File: config.mk
export PLATFORM = sky130hd
export DESIGN_NAME = regfile_write_arbiter
export DESIGN_NICKNAME = d
export VERILOG_FILES = /design/src/rtl/regfile_write_arbiter_pkg.sv /design/src/rtl/rr_grant_picker.sv /design/src/rtl/regfile_write_arbiter.sv
export SDC_FILE = /design/constraint.sdc
export NUM_CORES = 1
export LEC_CHECK = 0
export ABC_AREA = 1
export BUFFER_PORTS_ARGS = -buffer_cell sky130_fd_sc_hd__buf_4
export CAP_MARGIN = 25
export CORE_UTILIZATION = 35
export DETAILED_ROUTE_END_ITERATION = 8
export HOLD_SLACK_MARGIN = 0.15
export PLACE_DENSITY_LB_ADDON = 0.15
export SLEW_MARGIN = 20
export SYNTH_ARGS = -nofsm -noshare
export SYNTH_HDL_FRONTEND = slang
export SYNTH_SLANG_ARGS = --single-unit
File: constraint.sdc
create_clock -name clock -period 1.3 [get_ports clock]
set_input_delay 0 -clock clock [delete_from_list [all_inputs] [get_ports clock]]
set_output_delay 0 -clock clock [all_outputs]
set_load 0.05 [all_outputs]
File: src/rtl/regfile_write_arbiter_pkg.sv
// Shared constants and helpers for the register-file write-port arbiter.
package regfile_write_arbiter_pkg;

    localparam int unsigned XZR_ADDR = 31;
    localparam int unsigned REG_AW   = 5;

    // Width of a requester index; a single requester still gets one bit.
    function automatic int unsigned ptr_width(input int unsigned nreq);
        return (nreq <= 2) ? 1 : $clog2(nreq);
    endfunction

endpackage

File: src/rtl/rr_grant_picker.sv
// Combinational round-robin picker: one-hot grant, search starts just after last_grant.
module rr_grant_picker #(
    parameter int unsigned NREQ = 2,
    parameter int unsigned PW   = 1
) (
    input  logic [NREQ-1:0] req_valid,
    input  logic [PW-1:0]   last_grant,
    input  logic            stall,
    output logic [NREQ-1:0] grant
);

    int unsigned idx;

    always_comb begin
        grant = '0;
        idx   = 0;
        if (!stall) begin
            for (int unsigned off = 1; off <= NREQ; off++) begin
                idx = (32'(last_grant) + off) % NREQ;
                if (grant == '0 && req_valid[idx]) begin
                    grant[idx] = 1'b1;
                end
            end
        end
    end

endmodule

File: src/rtl/regfile_write_arbiter.sv
// Round-robin arbiter sharing the register-file write port, with a registered write stage.
// Optional per-requester wait counters are enabled by defining REGWR_ARB_WAITCNT_EN.
module regfile_write_arbiter
    import regfile_write_arbiter_pkg::*;
#(
    parameter int unsigned N    = 64,
    parameter int unsigned NREQ = 2,
    parameter int unsigned AW   = REG_AW,
    parameter int unsigned CW   = 8,
    localparam int unsigned PW  = ptr_width(NREQ)
) (
    input  logic              clock,
    input  logic              reset,
    input  logic              stall,
    input  logic [NREQ-1:0]   req_valid,
    input  logic [NREQ*AW-1:0] req_addr,
    input  logic [NREQ*N-1:0] req_data,
    output logic [NREQ-1:0]   req_ready,
`ifdef REGWR_ARB_WAITCNT_EN
    output logic [NREQ*CW-1:0] wait_cnt,
`endif
    output logic              wr_en,
    output logic [AW-1:0]     wr_addr,
    output logic [N-1:0]      wr_data,
    output logic [PW-1:0]     last_grant
);

    if (NREQ < 2 || NREQ > 4) begin : g_bad_nreq
        $error("NREQ must be in 2..4");
    end
    if (CW < 1) begin : g_bad_cw
        $error("CW must be at least 1");
    end

    logic [NREQ-1:0] grant;
    logic            wr_en_d, wr_en_q;
    logic [AW-1:0]   wr_addr_d, wr_addr_q;
    logic [N-1:0]    wr_data_d, wr_data_q;
    logic [PW-1:0]   last_grant_d, last_grant_q;

    // Reset blocks grants too, so nothing is accepted during the reset cycle.
    rr_grant_picker #(
        .NREQ (NREQ),
        .PW   (PW)
    ) u_picker (
        .req_valid  (req_valid),
        .last_grant (last_grant_q),
        .stall      (stall | reset),
        .grant      (grant)
    );

    always_comb begin
        wr_en_d      = 1'b0;
        wr_addr_d    = wr_addr_q;
        wr_data_d    = wr_data_q;
        last_grant_d = last_grant_q;
        for (int unsigned i = 0; i < NREQ; i++) begin
            if (grant[i]) begin
                wr_addr_d    = req_addr[i*AW +: AW];
                wr_data_d    = req_data[i*N +: N];
                last_grant_d = PW'(i);
                // XZR writes are consumed but never reach the register file.
                wr_en_d      = (req_addr[i*AW +: AW] != AW'(XZR_ADDR));
            end
        end
    end

    always_ff @(posedge clock) begin
        if (reset) begin
            wr_en_q      <= 1'b0;
            wr_addr_q    <= '0;
            wr_data_q    <= '0;
            last_grant_q <= PW'(NREQ - 1);
        end else begin
            wr_en_q      <= wr_en_d;
            wr_addr_q    <= wr_addr_d;
            wr_data_q    <= wr_data_d;
            last_grant_q <= last_grant_d;
        end
    end

`ifdef REGWR_ARB_WAITCNT_EN
    logic [NREQ*CW-1:0] wait_cnt_d, wait_cnt_q;

    always_comb begin
        wait_cnt_d = wait_cnt_q;
        for (int unsigned i = 0; i < NREQ; i++) begin
            if (req_valid[i] && !grant[i] && !(&wait_cnt_q[i*CW +: CW])) begin
                wait_cnt_d[i*CW +: CW] = wait_cnt_q[i*CW +: CW] + CW'(1);
            end
        end
    end

    always_ff @(posedge clock) begin
        if (reset) begin
            wait_cnt_q <= '0;
        end else begin
            wait_cnt_q <= wait_cnt_d;
        end
    end

    assign wait_cnt = wait_cnt_q;
`endif

    assign req_ready  = grant;
    assign wr_en      = wr_en_q;
    assign wr_addr    = wr_addr_q;
    assign wr_data    = wr_data_q;
    assign last_grant = last_grant_q;

endmodule

======== Word-level counts from Yosys, hierarchy flattened ========
Index checks and enable logic that the tools add are counted.
word-level totals
  bits in registers ....................... 71
  logic and storage cells ................. 38
  output and inout bits ................... 73
cells by class
  multiplexer cells ....................... 18
  $add $sub $neg .......................... 2
  bitwise gates (word level) .............. 2
  order comparisons ....................... 4
  reductions and logical operators ........ 6
  eq/ne operators ......................... 2
operators with widths
  cell                   count
  $mux W64               2
  $mux W5                2
  $ne A5 B5 Y1 const B   2
  $mux W1                8
  $mux W2                4
  $lt A1 B2 Y1 const B   2
  $logic_and A1 B1 Y1    3
  $add A1 B1 Y1 const B  2
  $demux W1 S1           2
  $ge A1 B1 Y1 const B   2
  $logic_not A2 Y1       1
  $or A2 B2 Y2           1
  $reduce_bool A2 Y1     1
  $reduce_or A2 Y1       1
  $or A1 B1 Y1           1

======== Longest topological paths before layout ========
  word-level depth ........................ 13
  gate-level depth with buffers ........... 9
  gate-level depth less buffers ........... 6

======== Cells and area by module ========
From an unflattened synthesis, not the netlist that was laid out.
second synthesis, totals
  cell total of the unflattened synthesis .. 549
  area total of the unflattened synthesis .. 3479.6 um^2
modules (own cells, without submodules)
  module                 cells each  instances  area each (um^2)  sequential area each (um^2)
  regfile_write_arbiter  540         1          3445.8            1421.4
  rr_grant_picker        9           1          33.8              0.0

======== Least setup slack after synthesis ========
No wires, ideal clock.
  kind .................................... reg2reg
  from .................................... register last_grant_q (netlist: last_grant)
  to ...................................... register wr_en_q (netlist: wr_en)
  cell stages (with the launch flop) ...... 7
  library setup time ...................... 0.122 ns
  buffers on the path ..................... 1
  data required time ...................... 1.178 ns
  arrival time ............................ 1.448 ns
  path slack .............................. -0.270 ns
  cell sequence ........................... dfxtp_1 > nand2_2 > nand3_2 > buf_2 > inv_2 > nand2_1 > o21ai_1
on the way
  elaborated cells on any way between the ends .. 25
  classes of those cells .................. add/sub (2); order compare (4); mux (14); bitwise (1); reduce/logical (4)
RTL lines
  what                                                                       line                         RTL
  start, declared                                                            regfile_write_arbiter.sv:39  logic [PW-1:0] last_grant_d, last_grant_q;
  start signal, assigned                                                     regfile_write_arbiter.sv:73  last_grant_q <= PW'(NREQ - 1);
  start signal, assigned                                                     regfile_write_arbiter.sv:78  last_grant_q <= last_grant_d;
  $add A1 B1 Y1                                                              rr_grant_picker.sv:19        idx = (32'(last_grant) + off) % NREQ;
  $lt A1 B2 Y1 (implied by the code) / $ge A1 B1 Y1 (equally long branches)  rr_grant_picker.sv:21        grant[idx] = 1'b1;
  $logic_and A1 B1 Y1 (implied by the code)                                  rr_grant_picker.sv:21
  $mux W1 (implied by the code)                                              rr_grant_picker.sv:21
  $demux W1 S1                                                               n/a
  $mux W2                                                                    rr_grant_picker.sv:20        if (grant == '0 && req_valid[idx]) begin
  $mux W2                                                                    rr_grant_picker.sv:17        if (!stall) begin
  $logic_not A2 Y1                                                           rr_grant_picker.sv:20
  $logic_and A1 B1 Y1                                                        rr_grant_picker.sv:20
  $mux W2 *                                                                  rr_grant_picker.sv:20
  $mux W2 *                                                                  rr_grant_picker.sv:17
  net req_ready[1]                                                           regfile_write_arbiter.sv:18  output logic [NREQ-1:0] req_ready,
  $mux W1 *                                                                  regfile_write_arbiter.sv:58  if (grant[i]) begin
  end signal, assigned                                                       regfile_write_arbiter.sv:75  wr_en_q <= wr_en_d;
  end, declared                                                              regfile_write_arbiter.sv:36  logic wr_en_d, wr_en_q;
Mark *: on every way through the listed nets, which the timed path passes. The rest lies on a longest branch. The select of a mux whose other input is x is not followed.
A chain may end at the register's enable or synchronous reset.

======== Worst setup path in the final report ========
  from .................................... register last_grant_q (netlist: last_grant)
  to ...................................... register wr_data_q[61] (netlist: wr_data[61])
on the way
  longest elaborated chain between the ends .. 12
  elaborated cells on any way between the ends .. 25
  classes of those cells .................. add/sub (2); order compare (4); mux (13); bitwise (1); reduce/logical (5)
RTL lines
  what                                                                       line                         RTL
  $add A1 B1 Y1                                                              rr_grant_picker.sv:19
  $lt A1 B2 Y1 (implied by the code) / $ge A1 B1 Y1 (equally long branches)  rr_grant_picker.sv:21
  $logic_and A1 B1 Y1 (implied by the code)                                  rr_grant_picker.sv:21
  $mux W1 (implied by the code)                                              rr_grant_picker.sv:21
  $demux W1 S1                                                               n/a
  $mux W2                                                                    rr_grant_picker.sv:20
  $mux W2                                                                    rr_grant_picker.sv:17
  $logic_not A2 Y1                                                           rr_grant_picker.sv:20
  $logic_and A1 B1 Y1                                                        rr_grant_picker.sv:20
  $mux W2 *                                                                  rr_grant_picker.sv:20
  $mux W2 *                                                                  rr_grant_picker.sv:17
  $mux W64 / $reduce_bool A2 Y1 (equally long branches)                      n/a
  end signal, assigned                                                       regfile_write_arbiter.sv:77  wr_data_q <= wr_data_d;
  end, declared                                                              regfile_write_arbiter.sv:38  logic [N-1:0] wr_data_d, wr_data_q;
Mark *: on every way between the ends. The rest lies on a longest branch, timed or not. The select of a mux whose other input is x is not followed.

==> flow_summary.toml <==
[outcome]
status = "complete, no violations"

[global_route]
grt_max_degree = 45
gr-total-overflow = 0
grt_usage = 0.265
antenna_found_initial = 0
grt_pass1_wl_mm = 24.6
grt_pass1_vias = 5335

[detailed_routing]
wl_per_cell_um = 14.1
wl_mm = 15.6
ant_nets = 0
vias = 5420
vias_per_cell = 4.89
drtIter0Drc = 468
dr.pass1.iters = 5
route.detailed.drc = 0

[critical_path]
cpMostUsedCell = "nand2_1"
worstPathRequired_ns = 1.52
cpPeakStageDelay_ns = 0.35
cp_max_fo = 10
critical_path_arrival_ns = 1.49
cpMaxStageDelayCell = "dfxtp_4"
cp-end-kind = "flip-flop"
rrSetupSlack_ns = 0.03
worstPathCellList = "nand2_4 > nand3_4 > bufbuf_16 > nand2_1 > nand3_1 > nand2_1 > inv_1"
start_kind = "flip-flop"
crit_type = "flip-flop to flip-flop"

[power_and_ir_drop]
power_density_mw_per_mm2 = 958
p_int_mw = 4.97
design_power_total_mw = 7.18
leakage_nw = 3.91
p_clk_frac = 0.357
p_sw_frac = 0.309
power_switching_mw = 2.22
ir_drop_mv = 0.615
seq_power_share = 0.335
share_comb_of_total_power = 0.308

[floorplanning]
core_area_mm2 = 0.0109
die_y_um = 108
chipWidth_um = 108
dieArea_mm2 = 0.0117
rows = 38
start_util = 0.362
ios = 216

[hold_path]
hold_path.class = "primary input to flip-flop"

[cells_and_area]
antennaDiodeCount = 0
syn_to_final_growth_pct = 89.4
design_area_mm2 = 0.00750
stdcell_count = 1109
drive_gt1_frac = 0.272
postLayoutCoreUtil = 0.686
fin_nets = 1107

[cts]
h-tree-depth = 3
cts_max_path_buffers = 2
cts_sinks = 71
root_buffer = "clkbuf_16"
clkSlewWorstSetupHoldPaths_ns = 0.06
clk_latency_ns = 0.32
numCtsBuffers = 9
cts_tree = "built"

[yosys]
postSynthCellCount = 625
synth_seq_cells = 71
yosysWarnings = 0
synth_top_area_cell = "dfxtp_1"
synth-main-ff-cell = "dfxtp_1"
netlist-cell-type-count = 18
syn_nets = 768
seq_area_frac_synth = 0.359
netlist_area_mm2 = 0.00396
ys_top_cells_by_area = "dfxtp_1, nand2_1, inv_1"
yosys.area.top_type_share = 0.359
syn_area_per_cell_um2 = 6.33
synth-edff-count = 0
synth_most_common_cell = "nand2_1"
async_flop_share = 0
yosys-top-cells-count = "nand2_1, inv_1, dfxtp_1, nand4_1, nand3_1"

[timing]
hold_slack_ns = 0.156
hold_viol_final = 0
setup_viol = 0
fmax_mhz = 784
setup_tns_ns = 0
setup_ws_ns = 0.0253
fin_crit_ns = 1.27
drv_slew = 0
slew_headroom = 0.681
rsz0062_at_grt = "yes"
period_share = 0.981
clock_skew_ns = 0.00603
tightest_slew_ns = 0.478

[placement]
post_dp_cell_area_mm2 = 0.00568
routabilityCongestion = 0.814
hpwl_mm = 9.08
pre_cts_ws_ns = 0.0960
dp_cells = 949
io_buffers = 215

[run]
cap_violations = 0
-- power by group through the flow --
| stage | combinational [mW] | clock [mW] | sequential [mW] |
|---|---|---|---|
| 3_3_place_gp | 1.80 | 0 | 2.44 |
| 3_5_place_dp | 1.81 | 0 | 2.45 |
| 5_1_grt | 2.37 | 2.72 | 2.42 |
| 2_1_floorplan | 0.574 | 0 | 2.95 |
| 6_report | 2.22 | 2.56 | 2.40 |
| 4_1_cts | 2.17 | 2.62 | 2.41 |
-- cell type report --
type	instances	area, µm²
timing repair buffer	379	3280
sequential	71	1430
fill	856	3440
clock buffer	12	268
clock inverter	4	51.3
inverter	144	543
tap	140	175
multi-input combinational	359	1760
-- cells by family (layout without fill, tap and decap cells) --
family / after synthesis / after routing / share of synthesized area
AO/OA/AOI/OAI: 71 / 71 / 0.0932
buffers and inverters: 195 / 539 / 0.201
flip-flops: 71 / 71 / 0.359
AND/OR/NAND/NOR: 288 / 288 / 0.346
-- cell usage in the layout, fill, tap and decap left out, types with 2 or more instances in the layout --
cell type / n
dlygate4sd3_1: 139
nand3_1: 70
a21oi_1: 68
clkbuf_16: 10
dfxtp_1: 70
inv_1: 141
nand4_1: 71
nand2_1: 142
buf_12: 4
buf_4: 233
inv_2: 2
-- sequential cells by signal (all words and copies together), names as in the netlist --
name,flops
wr_en,1
last_grant,1
wr_data,64
wr_addr,5
-- metal layers --
metal	GRT usage	part of all wire
met1	0.284	0.39
met2	0.484	0.50
met3	0.0651	0.075
met4	0.130	0.033
met5	0	0
-- worst max-delay path: cells and delay by family (launching register included) --
family,cells,cell delay [ns]
buf+inv,2,0.36
flops,1,0.35
simple gates,5,0.44
-- repair_timing --
action                     CTS  global route
hold endpoints to repair    71             0
hold buffers               140             0
cloned                       1             0
pin swaps                    0             2
setup buffers                1             3
gates resized for setup      7             3
setup endpoints to repair    1            13
-- final timing paths --
| check | endpoint | cells after the start | from |
|---|---|---|---|
| setup / recovery | wr_data[61] | 7 | last_grant |
| hold / removal | wr_en | 5 | stall |
| setup reg to reg | wr_data[61] | 7 | last_grant |
| hold reg to reg | wr_data[14] | 4 | wr_data[14] |
No activity file was read; power rests on OpenSTA's default activity.
